File: config.mk
export PLATFORM = sky130hd
export DESIGN_NAME = sha3_squeeze
export DESIGN_NICKNAME = d
export VERILOG_FILES = /design/src/rtl/keccak_pkg.sv /design/src/rtl/sha3_setup.sv /design/src/rtl/sha3_squeeze.sv
export SDC_FILE = /design/constraint.sdc
export NUM_CORES = 2
export LEC_CHECK = 0
export ABC_AREA = 1
export BUFFER_PORTS_ARGS = -buffer_cell sky130_fd_sc_hd__clkbuf_2
export CORE_AREA = 2 2 665 667
export CTS_BUF_LIST = sky130_fd_sc_hd__clkbuf_8
export DETAILED_ROUTE_END_ITERATION = 10
export DIE_AREA = 0 0 667 669
export MAX_ROUTING_LAYER = met4
export PLACE_DENSITY = 0.4
export SYNTH_ARGS = -nofsm -noshare
export SYNTH_HDL_FRONTEND = slang
export SYNTH_SLANG_ARGS = --single-unit
File: constraint.sdc
create_clock -name clk_i -period 5.5 [get_ports clk_i]
set_input_delay 0.825 -clock clk_i [delete_from_list [all_inputs] [get_ports clk_i]]
set_output_delay 0.825 -clock clk_i [all_outputs]
set_load 0.02 [all_outputs]
File: src/rtl/keccak_pkg.sv
// Shared Keccak definitions for the sponge datapath: mode encodings, widths
// and the squeeze-side FSM state type.
package keccak_pkg;

  localparam int MODE_SEL_WIDTH = 3;
  localparam int RATE_WIDTH     = 11;
  localparam int LANE_W         = 64;
  localparam int NUM_LANES      = 25;

  typedef enum logic [MODE_SEL_WIDTH-1:0] {
    SHA3_256 = 3'd0,
    SHA3_512 = 3'd1,
    SHAKE128 = 3'd2,
    SHAKE256 = 3'd3
  } keccak_mode_e;

  typedef enum logic [1:0] {
    IDLE,
    WAIT_STATE,
    EMIT,
    DONE
  } squeeze_state_e;

endpackage

File: src/rtl/sha3_setup.sv
// Mode decoder: rate, capacity (bits) and domain-separation suffix for each
// supported Keccak mode. Unsupported encodings report a rate of zero.
module sha3_setup
  import keccak_pkg::*;
(
  input  logic [MODE_SEL_WIDTH-1:0] mode_i,
  output logic [RATE_WIDTH-1:0]     rate_o,
  output logic [RATE_WIDTH-1:0]     capacity_o,
  output logic [7:0]                suffix_o
);

  // Table lookup of sponge parameters for the selected mode.
  always_comb begin
    // NOTE: every output gets a default first so no path can infer a latch.
    rate_o     = '0;
    capacity_o = '0;
    suffix_o   = '0;
    case (mode_i)
      SHA3_256: begin rate_o = 11'd1088; capacity_o = 11'd512;  suffix_o = 8'h06; end
      SHA3_512: begin rate_o = 11'd576;  capacity_o = 11'd1024; suffix_o = 8'h06; end
      SHAKE128: begin rate_o = 11'd1344; capacity_o = 11'd256;  suffix_o = 8'h1F; end
      SHAKE256: begin rate_o = 11'd1088; capacity_o = 11'd512;  suffix_o = 8'h1F; end
      default:  ;
    endcase
  end

endmodule

File: src/rtl/sha3_squeeze.sv
// Squeeze-side output unit of the Keccak sponge. Captures a permuted state,
// streams its rate lanes as 64-bit little-endian beats with byte keeps, and
// requests another permutation whenever the rate runs out before the
// requested output length has been delivered.
module sha3_squeeze
  import keccak_pkg::*;
#(
  parameter int DWIDTH  = 64,
  parameter int STATE_W = 1600,
  parameter int LEN_W   = 16
) (
  input  logic                      clk_i,
  input  logic                      rst_ni,
  input  logic                      start_i,
  input  logic [MODE_SEL_WIDTH-1:0] keccak_mode_i,
  input  logic [LEN_W-1:0]          out_len_i,
  input  logic [STATE_W-1:0]        state_i,
  input  logic                      state_valid_i,
  output logic                      state_ready_o,
  output logic                      perm_req_o,
  output logic [DWIDTH-1:0]         dout_o,
  output logic [DWIDTH/8-1:0]       dout_keep_o,
  output logic                      dout_valid_o,
  input  logic                      dout_ready_i,
  output logic                      dout_last_o,
  output logic                      busy_o,
  output logic                      done_o
);

  localparam int KEEP_W = DWIDTH / 8;

  squeeze_state_e                     r_fsm;
  squeeze_state_e                     w_fsm_next;
  logic [MODE_SEL_WIDTH-1:0]          r_mode;
  logic [4:0]                         r_rate_lanes;
  logic [LEN_W-1:0]                   r_remaining;
  logic [4:0]                         r_lane_idx;
  logic [NUM_LANES-1:0][LANE_W-1:0]   r_lanes;

  logic [MODE_SEL_WIDTH-1:0]          w_setup_mode;
  logic [RATE_WIDTH-1:0]              w_rate;
  logic [RATE_WIDTH-1:0]              w_unused_capacity;
  logic [7:0]                         w_unused_suffix;
  logic [LEN_W-1:0]                   w_start_len;
  logic [LEN_W-1:0]                   w_take;
  logic [LEN_W-1:0]                   w_rem_next;
  logic                               w_start_ok;
  logic                               w_accept;
  logic                               w_fire;
  logic                               w_rate_end;

  // While idle the decoder looks at the incoming mode so an unsupported
  // start can be rejected; afterwards it follows the latched mode.
  assign w_setup_mode = (r_fsm == IDLE) ? keccak_mode_i : r_mode;

  sha3_setup u_setup (
    .mode_i     (w_setup_mode),
    .rate_o     (w_rate),
    .capacity_o (w_unused_capacity),
    .suffix_o   (w_unused_suffix)
  );

  assign w_start_ok = start_i && (r_fsm == IDLE) && (w_rate != '0);
  assign w_accept   = (r_fsm == WAIT_STATE) && state_valid_i;
  assign w_fire     = (r_fsm == EMIT) && dout_ready_i;
  assign w_take     = (r_remaining >= LEN_W'(8)) ? LEN_W'(8) : r_remaining;
  assign w_rem_next = r_remaining - w_take;
  assign w_rate_end = (r_lane_idx + 5'd1) == r_rate_lanes;

  // Fixed-length modes ignore the requested length.
  always_comb begin
    w_start_len = out_len_i;
    case (keccak_mode_i)
      SHA3_256: w_start_len = LEN_W'(32);
      SHA3_512: w_start_len = LEN_W'(64);
      default:  ;
    endcase
  end

  // FSM state register.
  always_ff @(posedge clk_i or negedge rst_ni) begin
    // NOTE: sequential state uses non-blocking assignments so every register
    // samples pre-edge values regardless of statement order.
    if (!rst_ni) r_fsm <= IDLE;
    else         r_fsm <= w_fsm_next;
  end

  // Next-state and output decode; output ending on the rate boundary
  // terminates without asking for another permutation.
  always_comb begin
    w_fsm_next    = r_fsm;
    state_ready_o = 1'b0;
    perm_req_o    = 1'b0;
    dout_o        = '0;
    dout_keep_o   = '0;
    dout_valid_o  = 1'b0;
    dout_last_o   = 1'b0;
    done_o        = 1'b0;
    busy_o        = (r_fsm != IDLE);
    case (r_fsm)
      IDLE: begin
        if (w_start_ok) w_fsm_next = (w_start_len == '0) ? DONE : WAIT_STATE;
      end
      WAIT_STATE: begin
        state_ready_o = 1'b1;
        if (state_valid_i) w_fsm_next = EMIT;
      end
      EMIT: begin
        dout_valid_o = 1'b1;
        dout_o       = r_lanes[r_lane_idx];
        dout_keep_o  = (r_remaining >= LEN_W'(8)) ? '1
                     : KEEP_W'((8'd1 << r_remaining[2:0]) - 8'd1);
        dout_last_o  = (r_remaining <= LEN_W'(8));
        if (dout_ready_i) begin
          if (w_rem_next == '0) begin
            w_fsm_next = DONE;
          end else if (w_rate_end) begin
            perm_req_o = 1'b1;
            w_fsm_next = WAIT_STATE;
          end
        end
      end
      DONE: begin
        done_o     = 1'b1;
        w_fsm_next = IDLE;
      end
      default: w_fsm_next = IDLE;
    endcase
  end

  // Datapath: latch mode/length on start, capture the state, count output.
  always_ff @(posedge clk_i or negedge rst_ni) begin
    if (!rst_ni) begin
      r_mode       <= '0;
      r_rate_lanes <= '0;
      r_remaining  <= '0;
      r_lane_idx   <= '0;
      // NOTE: the captured state is cleared too, so dout_o cannot leak a
      // previous digest after reset.
      r_lanes      <= '0;
    end else begin
      if (w_start_ok) begin
        r_mode       <= keccak_mode_i;
        r_rate_lanes <= 5'(w_rate >> 6);
        r_remaining  <= w_start_len;
      end
      if (w_accept) begin
        r_lanes    <= state_i;
        r_lane_idx <= '0;
      end
      if (w_fire) begin
        r_remaining <= w_rem_next;
        r_lane_idx  <= w_rate_end ? 5'd0 : r_lane_idx + 5'd1;
      end
    end
  end

endmodule

==> impl_metrics.yaml <==
run_status:
  run_status: "finished clean"
critical_path:
  cpPeakStageDelay_ps: 720
  start_kind: "register"
  crit_family: "compound AO/OA/AOI/OAI gates"
  r2r_setup_slack_ps: 2410
  crit_buf_inv: 3
  r2r_start: "r_lane_idx[1]"
  cp.required_ps: 4680
  crit_type: "reg2out"
  end_kind: "output port"
  startpoint: "r_lane_idx[1]"
  reg2regPathDepth: 10
  path_max_fanout: 19
  cp.arrival_ps: 4510
  worstPathCellList: "buf_4 -> a21oi_1 -> o21ai_0 -> nand3_1 -> nand3_1 -> o21ai_0 -> buf_4 -> o21ai_1 -> a31oi_1 -> clkbuf_2"
  crit_slowest_cell: "dfrtp_4"
  r2r-end: "r_lane_idx[2]"
synth:
  ys.flop_type: "dfrtp_1"
  synthTopCellsByArea: "dfrtp_1, nand2_1, o21ai_0"
  avgSynthCellArea_um2: 7.85
  netlist.area_leader.share_pct: 53.7
  synthesis.area_um2: 75800
  yosys.area.top_type: "dfrtp_1"
  ys_warn_count: 0
  synth-seq-cells: 1628
  synth_cells: 9655
  ys_seq_area_share_pct: 53.7
  synth.distinct_cells: 39
  synthArstFlopShare_pct: 100
  synth-edff-count: 0
  syn_nets: 11282
floorplanning:
  die-area_um2: 446000
  die_h_um: 669
  initial_core_util_pct: 17.2
  core-area_um2: 440000
  die_w_um: 667
  rows: 244
  io_pins: 1702
place:
  port_buffers: 1701
  post-place-ws_ps: 332
  dp_hpwl_mm: 406
  placedInstanceArea_um2: 91600
  routabilityCongestion: 0.940
sta:
  drv_slew: 0
  fin_crit_ps: 5340
  fin_setup_tns_ps: 0
  hold_violations: 0
  holdWs_ps: 138
  fmax_mhz: 187
  tightest_slew_ps: 1140
  fin_crit_sh_pct: 97.1
  finalSetupViolations: 0
  timing.final.ws_setup_ps: 162
  relSlewSlack_pct: 23.7
  clock_skew_ps: 135
  rsz0062_at_grt: "false"
route:
  post-route-drc-count: 0
  dr_total_vias: 82439
  drt-total-wl_mm: 522
  drtAntennaViolNets: 0
  drtIter0Drc: 7685
  via_per_inst: 4.35
  drt-pass1-iter-count: 6
  drt-wirelength-per-cell_um: 27.5
power:
  p_switching_mw: 29.6
  power.density_nw_per_um2: 547
  switching_share_pct: 47.5
  comb_power_share_pct: 45.9
  p_int_mw: 32.7
  power_mw: 62.4
  leakagePower_nw: 54.6
  seqPwrFrac_pct: 33.2
  pwr-share-clk_pct: 21.0
  ir_drop_mv: 0.256
layout:
  multi_input_area_um2: 29000
  final_layout_size_suffix_gt1_share_pct: 19.3
  final_area_um2: 114000
  syn_to_final_growth_pct: 50.5
  fillerInstances: 48209
  seq_area_um2: 40800
  nets: 14386
global_routing:
  grt_pass1_vias: 80770
  antenna_found_initial: 238
  grt-ovfl-total: 0
  grt_use_total_pct: 23.1
  grt_max_degree: 168
  grt_pass1_wl_mm: 688
clock_tree:
  clockBufferDepth: 4
  root_buffer: "clkbuf_8"
  cts_tree: "built"
  path_clk_slew_ps: 60
  htreeDepth: 5
  insertion_delay_ps: 1090
  cts_buffers: 329
  cts_sinks: 1628
worst_hold_path:
  holdPathStages: 3
  worstHoldEndpoint: "r_lanes[75]"
  worstHoldStart: "state_i[75]"
  hold_class: "in2reg"
flow_run:
  maxCapViolations: 0
==> power groups by stage <==
stage	clock network, mW	logic, mW	registers [mW]
floorplan	0	13.9	19.3
global placement	0	27.7	20.8
detailed placement	0	27.9	20.8
CTS	13.4	29.3	20.6
global route	13.9	31.4	21.2
finish	13.1	28.6	20.7
==> cell families (layout without fill, tap and decap cells) <==
| logic type | after synthesis | in the layout | share of synthesized area (%) |
|---|---|---|---|
| other | 1 | 187 | 0.00495 |
| adders and majority gates | 3 | 3 | 0.0495 |
| and+or+nand+nor | 3801 | 3801 | 19.8 |
| xor gates and xnor gates | 8 | 8 | 0.0924 |
| buffers and inverters | 1588 | 4935 | 8.45 |
| DFF | 1628 | 1628 | 53.7 |
| AOI/OAI and AO/OA | 2626 | 2626 | 17.8 |
==> synthesized netlist by cell type, types with 2 or more instances <==
cell,instances
nor2_4,2
ha_1,3
nand2_4,2
o2111ai_1,62
nand2_2,7
buf_2,196
buf_4,51
inv_1,872
xnor2_1,2
o22ai_1,8
nor2_1,35
nand4_1,7
clkinv_1,4
o41ai_1,3
o21a_1,2
buf_1,75
a31oi_1,72
a21oi_1,784
clkbuf_1,385
o21ai_0,1685
o211ai_1,2
inv_2,4
o21ai_1,2
nand2_1,3198
xor2_1,6
nor2_2,5
dfrtp_1,1628
nand3_1,542
==> worst max-delay path by stage <==
stage	to	cells past startpoint
global placement	dout_o[45]	8
finish	dout_o[49]	10
global route	dout_o[49]	10
detailed placement	dout_o[53]	9
CTS	dout_o[45]	12
floorplan	perm_req_o	15
==> sequential cells by signal, summed over array words and instances, names as in the netlist <==
signal / flops
r_remaining: 16
r_lane_idx: 5
r_lanes: 1600
r_mode: 1
r_rate_lanes: 4
r_fsm: 2
==> stage by stage <==
stage                     cells  utilization (%)
after CTS                 18783             25.8
after global routing      18933             25.9
after global placement    16685             20.8
after floorplan            9655                -
after detailed placement  16688             20.8
final                     18969             26.0
==> tightest hold or removal path: cells and delay by family <==
family          cells  cell delay, ps
buf+inv             1              80
compound gates      1              70
simple gates        1              70
==> layer usage <==
metal | vias up | wire length [µm] | track usage, %
li1 | 37688 | - | -
met1 | 40461 | 225000 | 29.2
met2 | 3299 | 239000 | 35.7
met3 | 991 | 26100 | 3.18
met4 | 0 | 33100 | 12.5
met5 | - | 0 | -
==> layout make-up <==
class / count / share of cell area [%]
multi-input cells: 6439 / 25.4
diodes: 186 / 0.408
clock inverters: 166 / 0.873
flip-flops and latches: 1628 / 35.7
inverters: 880 / 2.95
well taps: 5781 / 6.34
repair buffers: 3481 / 23.4
clock buffers: 408 / 4.92
==> cell usage in the layout (no fill, tap or decap), drive strengths merged, types with 3 or more instances in the layout <==
cell / instances
bufinv: 3
a31oi: 72
o22ai: 8
ha: 3
nand3: 543
dlygate4sd3: 1514
xor2: 6
nor2: 42
diode: 186
clkinvlp: 8
buf: 279
o41ai: 3
clkinv: 31
inv: 1004
o21ai: 1687
nand4: 7
clkbuf: 2096
a21oi: 784
o2111ai: 62
nand2: 3207
dfrtp: 1628
==> what timing repair did <==
action,CTS,global route
pin swaps,0,0
hold buffers,1514,0
endpoints found under the hold margin,1578,0
buffers inserted,7,0
endpoints found under the setup margin,38,1
resized for setup,41,1
No activity file was read; power rests on OpenSTA's default activity.
